[src/rtl/apb_pkg.sv]
// Shared types for the APB master bridge: FSM state encoding, default widths
// and the response record.
package apb_pkg;

    localparam int DEF_ADDR_W = 6;
    localparam int DEF_DATA_W = 32;

    typedef enum logic [1:0] {
        IDLE   = 2'd0,
        SETUP  = 2'd1,
        ACCESS = 2'd2
    } apb_state_t;

    typedef struct packed {
        logic                  write;
        logic [DEF_DATA_W-1:0] rdata;
        logic                  err;
    } apb_rsp_t;

endpackage

[src/rtl/apb_wait_timer.sv]
// ACCESS-phase wait counter; expired flags the cycle whose increment would
// reach LIMIT. Only instantiated when APB_TIMEOUT_EN is defined.
module apb_wait_timer #(
    parameter int LIMIT = 16
) (
    input  logic pclk,
    input  logic prst_n,
    input  logic clr,
    input  logic en,
    output logic expired
);

    localparam int CNT_W = $clog2(LIMIT + 1);

    logic [CNT_W-1:0] cnt_reg;

    always_ff @(posedge pclk or negedge prst_n) begin
        if (!prst_n) begin
            cnt_reg <= '0;
        end else if (clr) begin
            cnt_reg <= '0;
        end else if (en) begin
            cnt_reg <= cnt_reg + 1'b1;
        end
    end

    assign expired = en && (cnt_reg == CNT_W'(LIMIT - 1));

endmodule

[src/rtl/apb_master_bridge.sv]
// Converts a valid/ready command stream into APB SETUP/ACCESS transfers and
// returns a one-cycle response pulse. Optional timeout: define APB_TIMEOUT_EN.
module apb_master_bridge
    import apb_pkg::*;
#(
    parameter int ADDR_W         = DEF_ADDR_W,
    parameter int DATA_W         = DEF_DATA_W,
    parameter int TIMEOUT_CYCLES = 16
) (
    input  logic              pclk,
    input  logic              prst_n,
    input  logic              cmd_valid,
    output logic              cmd_ready,
    input  logic              cmd_write,
    input  logic [ADDR_W-1:0] cmd_addr,
    input  logic [DATA_W-1:0] cmd_wdata,
    output logic              psel,
    output logic              penable,
    output logic              pwrite,
    output logic [ADDR_W-1:0] paddr,
    output logic [DATA_W-1:0] pwdata,
    input  logic              pready,
    input  logic [DATA_W-1:0] prdata,
    output logic              rsp_valid,
    output logic              rsp_write,
    output logic [DATA_W-1:0] rsp_rdata,
    output logic              rsp_err
);

    apb_state_t state_reg;
    logic       timeout_expired;

`ifdef APB_TIMEOUT_EN
    apb_wait_timer #(
        .LIMIT(TIMEOUT_CYCLES)
    ) u_wait_timer (
        .pclk   (pclk),
        .prst_n (prst_n),
        .clr    (state_reg != ACCESS),
        .en     ((state_reg == ACCESS) && !pready),
        .expired(timeout_expired)
    );
`else
    assign timeout_expired = 1'b0;
`endif

    // ACCESS passes pready through so a new command can chain straight into SETUP.
    always_comb begin
        cmd_ready = 1'b0;
        case (state_reg)
            IDLE:    cmd_ready = 1'b1;
            ACCESS:  cmd_ready = pready;
            default: cmd_ready = 1'b0;
        endcase
    end

    always_ff @(posedge pclk or negedge prst_n) begin
        if (!prst_n) begin
            state_reg <= IDLE;
            psel      <= 1'b0;
            penable   <= 1'b0;
            pwrite    <= 1'b0;
            paddr     <= '0;
            pwdata    <= '0;
            rsp_valid <= 1'b0;
            rsp_write <= 1'b0;
            rsp_rdata <= '0;
            rsp_err   <= 1'b0;
        end else begin
            rsp_valid <= 1'b0;
            case (state_reg)
                IDLE: begin
                    if (cmd_valid) begin
                        pwrite    <= cmd_write;
                        paddr     <= cmd_addr;
                        pwdata    <= cmd_wdata;
                        psel      <= 1'b1;
                        penable   <= 1'b0;
                        state_reg <= SETUP;
                    end
                end
                SETUP: begin
                    penable   <= 1'b1;
                    state_reg <= ACCESS;
                end
                ACCESS: begin
                    if (pready) begin
                        rsp_valid <= 1'b1;
                        rsp_write <= pwrite;
                        rsp_err   <= 1'b0;
                        if (!pwrite) begin
                            rsp_rdata <= prdata;
                        end
                        if (cmd_valid) begin
                            pwrite    <= cmd_write;
                            paddr     <= cmd_addr;
                            pwdata    <= cmd_wdata;
                            penable   <= 1'b0;
                            state_reg <= SETUP;
                        end else begin
                            psel      <= 1'b0;
                            penable   <= 1'b0;
                            state_reg <= IDLE;
                        end
                    end else if (timeout_expired) begin
                        // Abort: report an error response with zeroed data.
                        rsp_valid <= 1'b1;
                        rsp_write <= pwrite;
                        rsp_err   <= 1'b1;
                        rsp_rdata <= '0;
                        psel      <= 1'b0;
                        penable   <= 1'b0;
                        state_reg <= IDLE;
                    end
                end
                default: begin
                    psel      <= 1'b0;
                    penable   <= 1'b0;
                    state_reg <= IDLE;
                end
            endcase
        end
    end

endmodule

[config.mk]
export PLATFORM = sky130hd
export DESIGN_NAME = apb_master_bridge
export DESIGN_NICKNAME = d
export VERILOG_FILES = /design/src/rtl/apb_pkg.sv /design/src/rtl/apb_wait_timer.sv /design/src/rtl/apb_master_bridge.sv
export SDC_FILE = /design/constraint.sdc
export NUM_CORES = 1
export LEC_CHECK = 0
export CAP_MARGIN = 20
export CELL_PAD_IN_SITES_DETAIL_PLACEMENT = 1
export CELL_PAD_IN_SITES_GLOBAL_PLACEMENT = 2
export CORE_MARGIN = 3
export CORE_UTILIZATION = 25
export DETAILED_ROUTE_END_ITERATION = 6
export GPL_ROUTABILITY_DRIVEN = 0
export PLACE_DENSITY_LB_ADDON = 0.1
export SLEW_MARGIN = 15
export SYNTH_ARGS = -nofsm -noshare
export SYNTH_HDL_FRONTEND = slang
export SYNTH_SLANG_ARGS = --single-unit
[constraint.sdc]
create_clock -name pclk -period 1.8 [get_ports pclk]
set_input_delay 0.36 -clock pclk [delete_from_list [all_inputs] [get_ports pclk]]
set_output_delay 0.36 -clock pclk [all_outputs]
set_load 0.01 [all_outputs]
== Word level (Yosys, flattened, before mapping) ==
Cells that the tools add are included.

* Equal/unequal tests: 5
* Muxes and demuxes: 23
* Bitwise operators: 2
* Reduce and logical (&&, ||, !) cells: 7

{| class="wikitable"
|+ Operator list
! kind !! number
|-
| $mux W32 || 2
|-
| $pmux W32 S2 || 1
|-
| $mux W6 || 2
|-
| $pmux W6 S2 || 1
|-
| $mux W1 || 10
|-
| $ne A2 B2 Y1 const B || 3
|-
| $pmux W1 S3 || 2
|-
| $pmux W2 S3 || 1
|-
| $reduce_and A2 Y1 || 3
|-
| $mux W2 || 2
|-
| $pmux W1 S2 || 2
|-
| $reduce_and A4 Y1 || 1
|-
| $reduce_and A3 Y1 || 1
|-
| $eq A2 B1 Y1 const B || 1
|-
| $eq A2 B2 Y1 const B || 1
|-
| $logic_not A2 Y1 || 1
|-
| $not A1 Y1 || 2
|-
| $reduce_bool A2 Y1 || 1
|}

* Flip-flop bits (word level): 77
* Input port bits: 75
* Output and inout bits: 77
* Word-level logic and storage cells: 46

== Logic depth before layout (Yosys ltp) ==
* Depth in word-level cells: 3
* Mapped depth: 4
* Gate-level depth less buffers: 3

== Least setup slack after synthesis ==
No wires, ideal clock.

* Path kind: flip-flop to flip-flop
* Start: reg state_reg[1]
* End: reg paddr[0]
* Arrival: 1.345 ns
* Setup slack: 0.330 ns
* Stages on the path, launching flop included: 5
* Period minus slack after synthesis: 1.470 ns
* Cell sequence: dfrtp_1 > nor2b_4 > nor3b_4 > buf_6 > mux2_2

* Longest elaborated chain between the ends: 3

{| class="wikitable"
|+ Ends and longest elaborated chain
! what !! RTL line !! RTL
|-
| start, declared || apb_master_bridge.sv:30 || <nowiki>apb_state_t state_reg;</nowiki>
|-
| start signal, assigned || apb_master_bridge.sv:59 || <nowiki>state_reg <= IDLE;</nowiki>
|-
| start signal, assigned || apb_master_bridge.sv:79 || <nowiki>state_reg <= SETUP;</nowiki>
|-
| start signal, assigned || apb_master_bridge.sv:84 || <nowiki>state_reg <= ACCESS;</nowiki>
|-
| $eq A2 B2 Y1 or $logic_not A2 Y1 (tied branches) || apb_master_bridge.sv:71 || <nowiki>case (state_reg)</nowiki>
|-
| $ne A2 B2 Y1 (no source line) or $reduce_bool A2 Y1 (tied branches) || - ||
|-
| $reduce_and A2 Y1 (no source line) || - ||
|-
| end signal, assigned || apb_master_bridge.sv:75 || <nowiki>paddr <= cmd_addr;</nowiki>
|-
| end signal, assigned || apb_master_bridge.sv:96 || <nowiki>paddr <= cmd_addr;</nowiki>
|-
| end, declared || apb_master_bridge.sv:20 || <nowiki>output logic [ADDR_W-1:0] paddr,</nowiki>
|}

Several ways; a longest one is shown, not always the timed one.
A chain may end at the register's enable or synchronous reset.

== Final worst setup path ==
* Start: reg pwrite
* End: out pwrite

{| class="wikitable"
|+ RTL lines
! what !! RTL line !! RTL
|-
| start, declared || apb_master_bridge.sv:19 || <nowiki>output logic pwrite,</nowiki>
|-
| start signal, assigned || apb_master_bridge.sv:74 || <nowiki>pwrite <= cmd_write;</nowiki>
|-
| start signal, assigned || apb_master_bridge.sv:95 || <nowiki>pwrite <= cmd_write;</nowiki>
|}

No word-level cell between the ends.

==> impl_metrics.ini <==
[power]
power.density_mw_per_mm2 = 1500
p_leak_nw = 2.04
seqPwrFrac_pct = 35.4
clockPowerShare_pct = 30.1
power_frac_comb_pct = 34.6
worst_ir_drop_vdd_v = 0.000553
internal-power_w = 0.00557
p_sw_w = 0.00188
switching_share_pct = 25.2

[clock_tree]
path_clk_slew_ns = 0.06
post_cts_buffers = 0
clock_sinks = 76
cts_tree = yes
clock-root-buffer = clkbuf_16
h-tree-depth = 3
numCtsBuffers = 9
clk_latency_ns = 0.33
clk_path_buf_depth = 2

[global_routing]
grt_pass1_vias = 2288
grt_max_degree = 77
grt_first_pass_wirelength_um = 12000
antenna_found_initial = 0
grt_usage_pct = 11.9
grt_overflow = 0

[layout]
antennaDiodeCount = 0
area.growth.synth_to_final_pct = 71.4
layout.area.seq_mm2 = 0.00190
multi_input_area_um2 = 896
drive_gt1_share_pct = 28.4
top_regs = pwdata (32), rsp_rdata (32), paddr (6)
design_area_mm2 = 0.00496
fillers = 1167
nNetsFinal = 406

[timing]
finClkSkew_ns = 0.00581
period_minus_slack_ns = 1.70
finalCritPeriodShare_pct = 94.5
rsz0062_at_grt = false
max_freq_mhz = 588
final-setup-viol-count = 0
slew_violations = 0
hold_viol_final = 0
setup_slack_ns = 0.0995

[die]
placementRows = 38
ios = 152
coreArea_mm2 = 0.0111
start_util_pct = 26.1
die_y_um = 114
dieArea_mm2 = 0.0129
die_w_um = 114

[detailed_routing]
dr_total_vias = 2003
wl_per_cell_um = 15.8
vias_per_cell = 4.22
drc_errors = 0
routed_wl_um = 7500
ant_nets = 0
drtIter0Drc = 55
drt_pass1_iterations = 3

[yosys]
synth-edff-count = 0
yosysWarnings = 0
yosysTopAreaCellShare_pct = 65.7
synth_ff_type = dfrtp_1
mappedNetlistArea_mm2 = 0.00290
synth_top_area_cell = dfrtp_1
ys_seq_area_share_pct = 65.7
ys_ff_latch = 76
synth_area_leaders = dfrtp_1, mux2_2, buf_6
syn_area_per_cell_um2 = 17.0
yosysMostFrequentCell = dfrtp_1
syn_inst = 170
syn_nets = 245
yosysUniqueCellTypes = 16
synth_common_cells = dfrtp_1, mux2_2, buf_6
async_flop_share_pct = 100

[worst_setup_path]
crit_required_ns = 1.44
critical_path.top_delay_family = buffers and inverters
max_stage_delay_ns = 0.60
path_class = reg2out
critPathBufInv = 1
crit_path_cell_trace = clkdlybuf4s50_1
end_kind = output port
start_kind = register
critPathSlowestCell = clkdlybuf4s50_1
crit_arrival_ns = 1.34
path_max_fanout = 4

[placed_design]
place_hpwl_um = 5490
io_buffer_count = 150
preCtsSetupSlack_ns = -0.208
placed_area_mm2 = 0.00459

[status]
outcome = finished clean

[hold_path]
hold_path_class = in2async

[run]
maxCapViolCount = 0
==> path summary, 6_finish.rpt <==
path / from / to / slack, ns / cells past startpoint
worst max-delay path: pwrite / pwrite / 0.1 / 1
worst min-delay path: prst_n / pwdata[14] / 0.03 / 2
worst max register to register: state_reg[1] / paddr[0] / 0.23 / 4
worst min register to register: rsp_rdata[19] / rsp_rdata[19] / 0.48 / 1
max in group asynchronous: prst_n / rsp_rdata[5] / 1.40 / 2
min in group pclk: rsp_rdata[19] / rsp_rdata[19] / 0.48 / 1
==> power by group through the flow <==
| stage | registers (W) | clock network [W] | logic, W |
|---|---|---|---|
| after global routing | 0.00274 | 0.00241 | 0.00273 |
| after global placement | 0.00265 | 0 | 0.00260 |
| after CTS | 0.00265 | 0.00233 | 0.00263 |
| after floorplan | 0.00295 | 0 | 0.000689 |
| after detailed placement | 0.00267 | 0 | 0.00262 |
| final | 0.00263 | 0.00224 | 0.00258 |
==> logic make-up after synthesis <==
| family | after synthesis | share of synthesized area [%] |
|---|---|---|
| buf+inv | 11 | 3.37 |
| compound gates | 4 | 0.778 |
| flops | 76 | 65.7 |
| other cells | 1 | 0.130 |
| mux | 72 | 28.0 |
| simple gates | 6 | 2.03 |
==> routing by layer <==
| layer | part of all wire (%) | routed length, µm | global-route usage [%] |
|---|---|---|---|
| met1 | 43 | 3260 | 15.5 |
| met2 | 46 | 3440 | 17.9 |
| met3 | 9.9 | 739 | 5.41 |
| met4 | 0.81 | 61 | 3.61 |
| met5 | 0 | 0 | 0 |
==> layout make-up <==
cell class                 instances  area share [%]
tap                              140            3.53
timing repair buffer             158            32.4
clock inverter                     4            2.42
inverter                           3           0.227
clock buffer                      11            5.09
multi-input combinational         83            18.0
sequential                        76            38.3
==> layout by cell type, fill, tap and decap left out, types with 2 or more instances in the layout <==
master           instances
buf_12                   4
buf_4                    5
bufinv_16                4
clkbuf_16                9
clkbuf_8                 2
clkdlybuf4s50_1        147
dfrtp_1                 76
dlygate4sd2_1            2
inv_1                    3
mux2_1                   4
mux2_2                  68
o21ai_0                  2
==> metrics by stage <==
stage,hold slack (ns),utilization [%],power (W),instances,setup TNS (ns)
final,0.0273,44.8,0.00745,475,0
after global routing,0.0553,44.8,0.00788,475,0
after CTS,0.0633,44.8,0.00760,475,0
after detailed placement,0.421,41.5,0.00530,460,-13.65
after global placement,0.425,41.5,0.00525,460,-11.14
after floorplan,0.0644,-,0.00364,170,0
==> repair_timing <==
| action | 4_1_cts | 5_1_grt |
|---|---|---|
| setup endpoints to repair | 1 | 0 |
| resized for setup | 2 | 0 |
| hold buffers | 0 | 0 |
(Power assumes the default switching activity.)
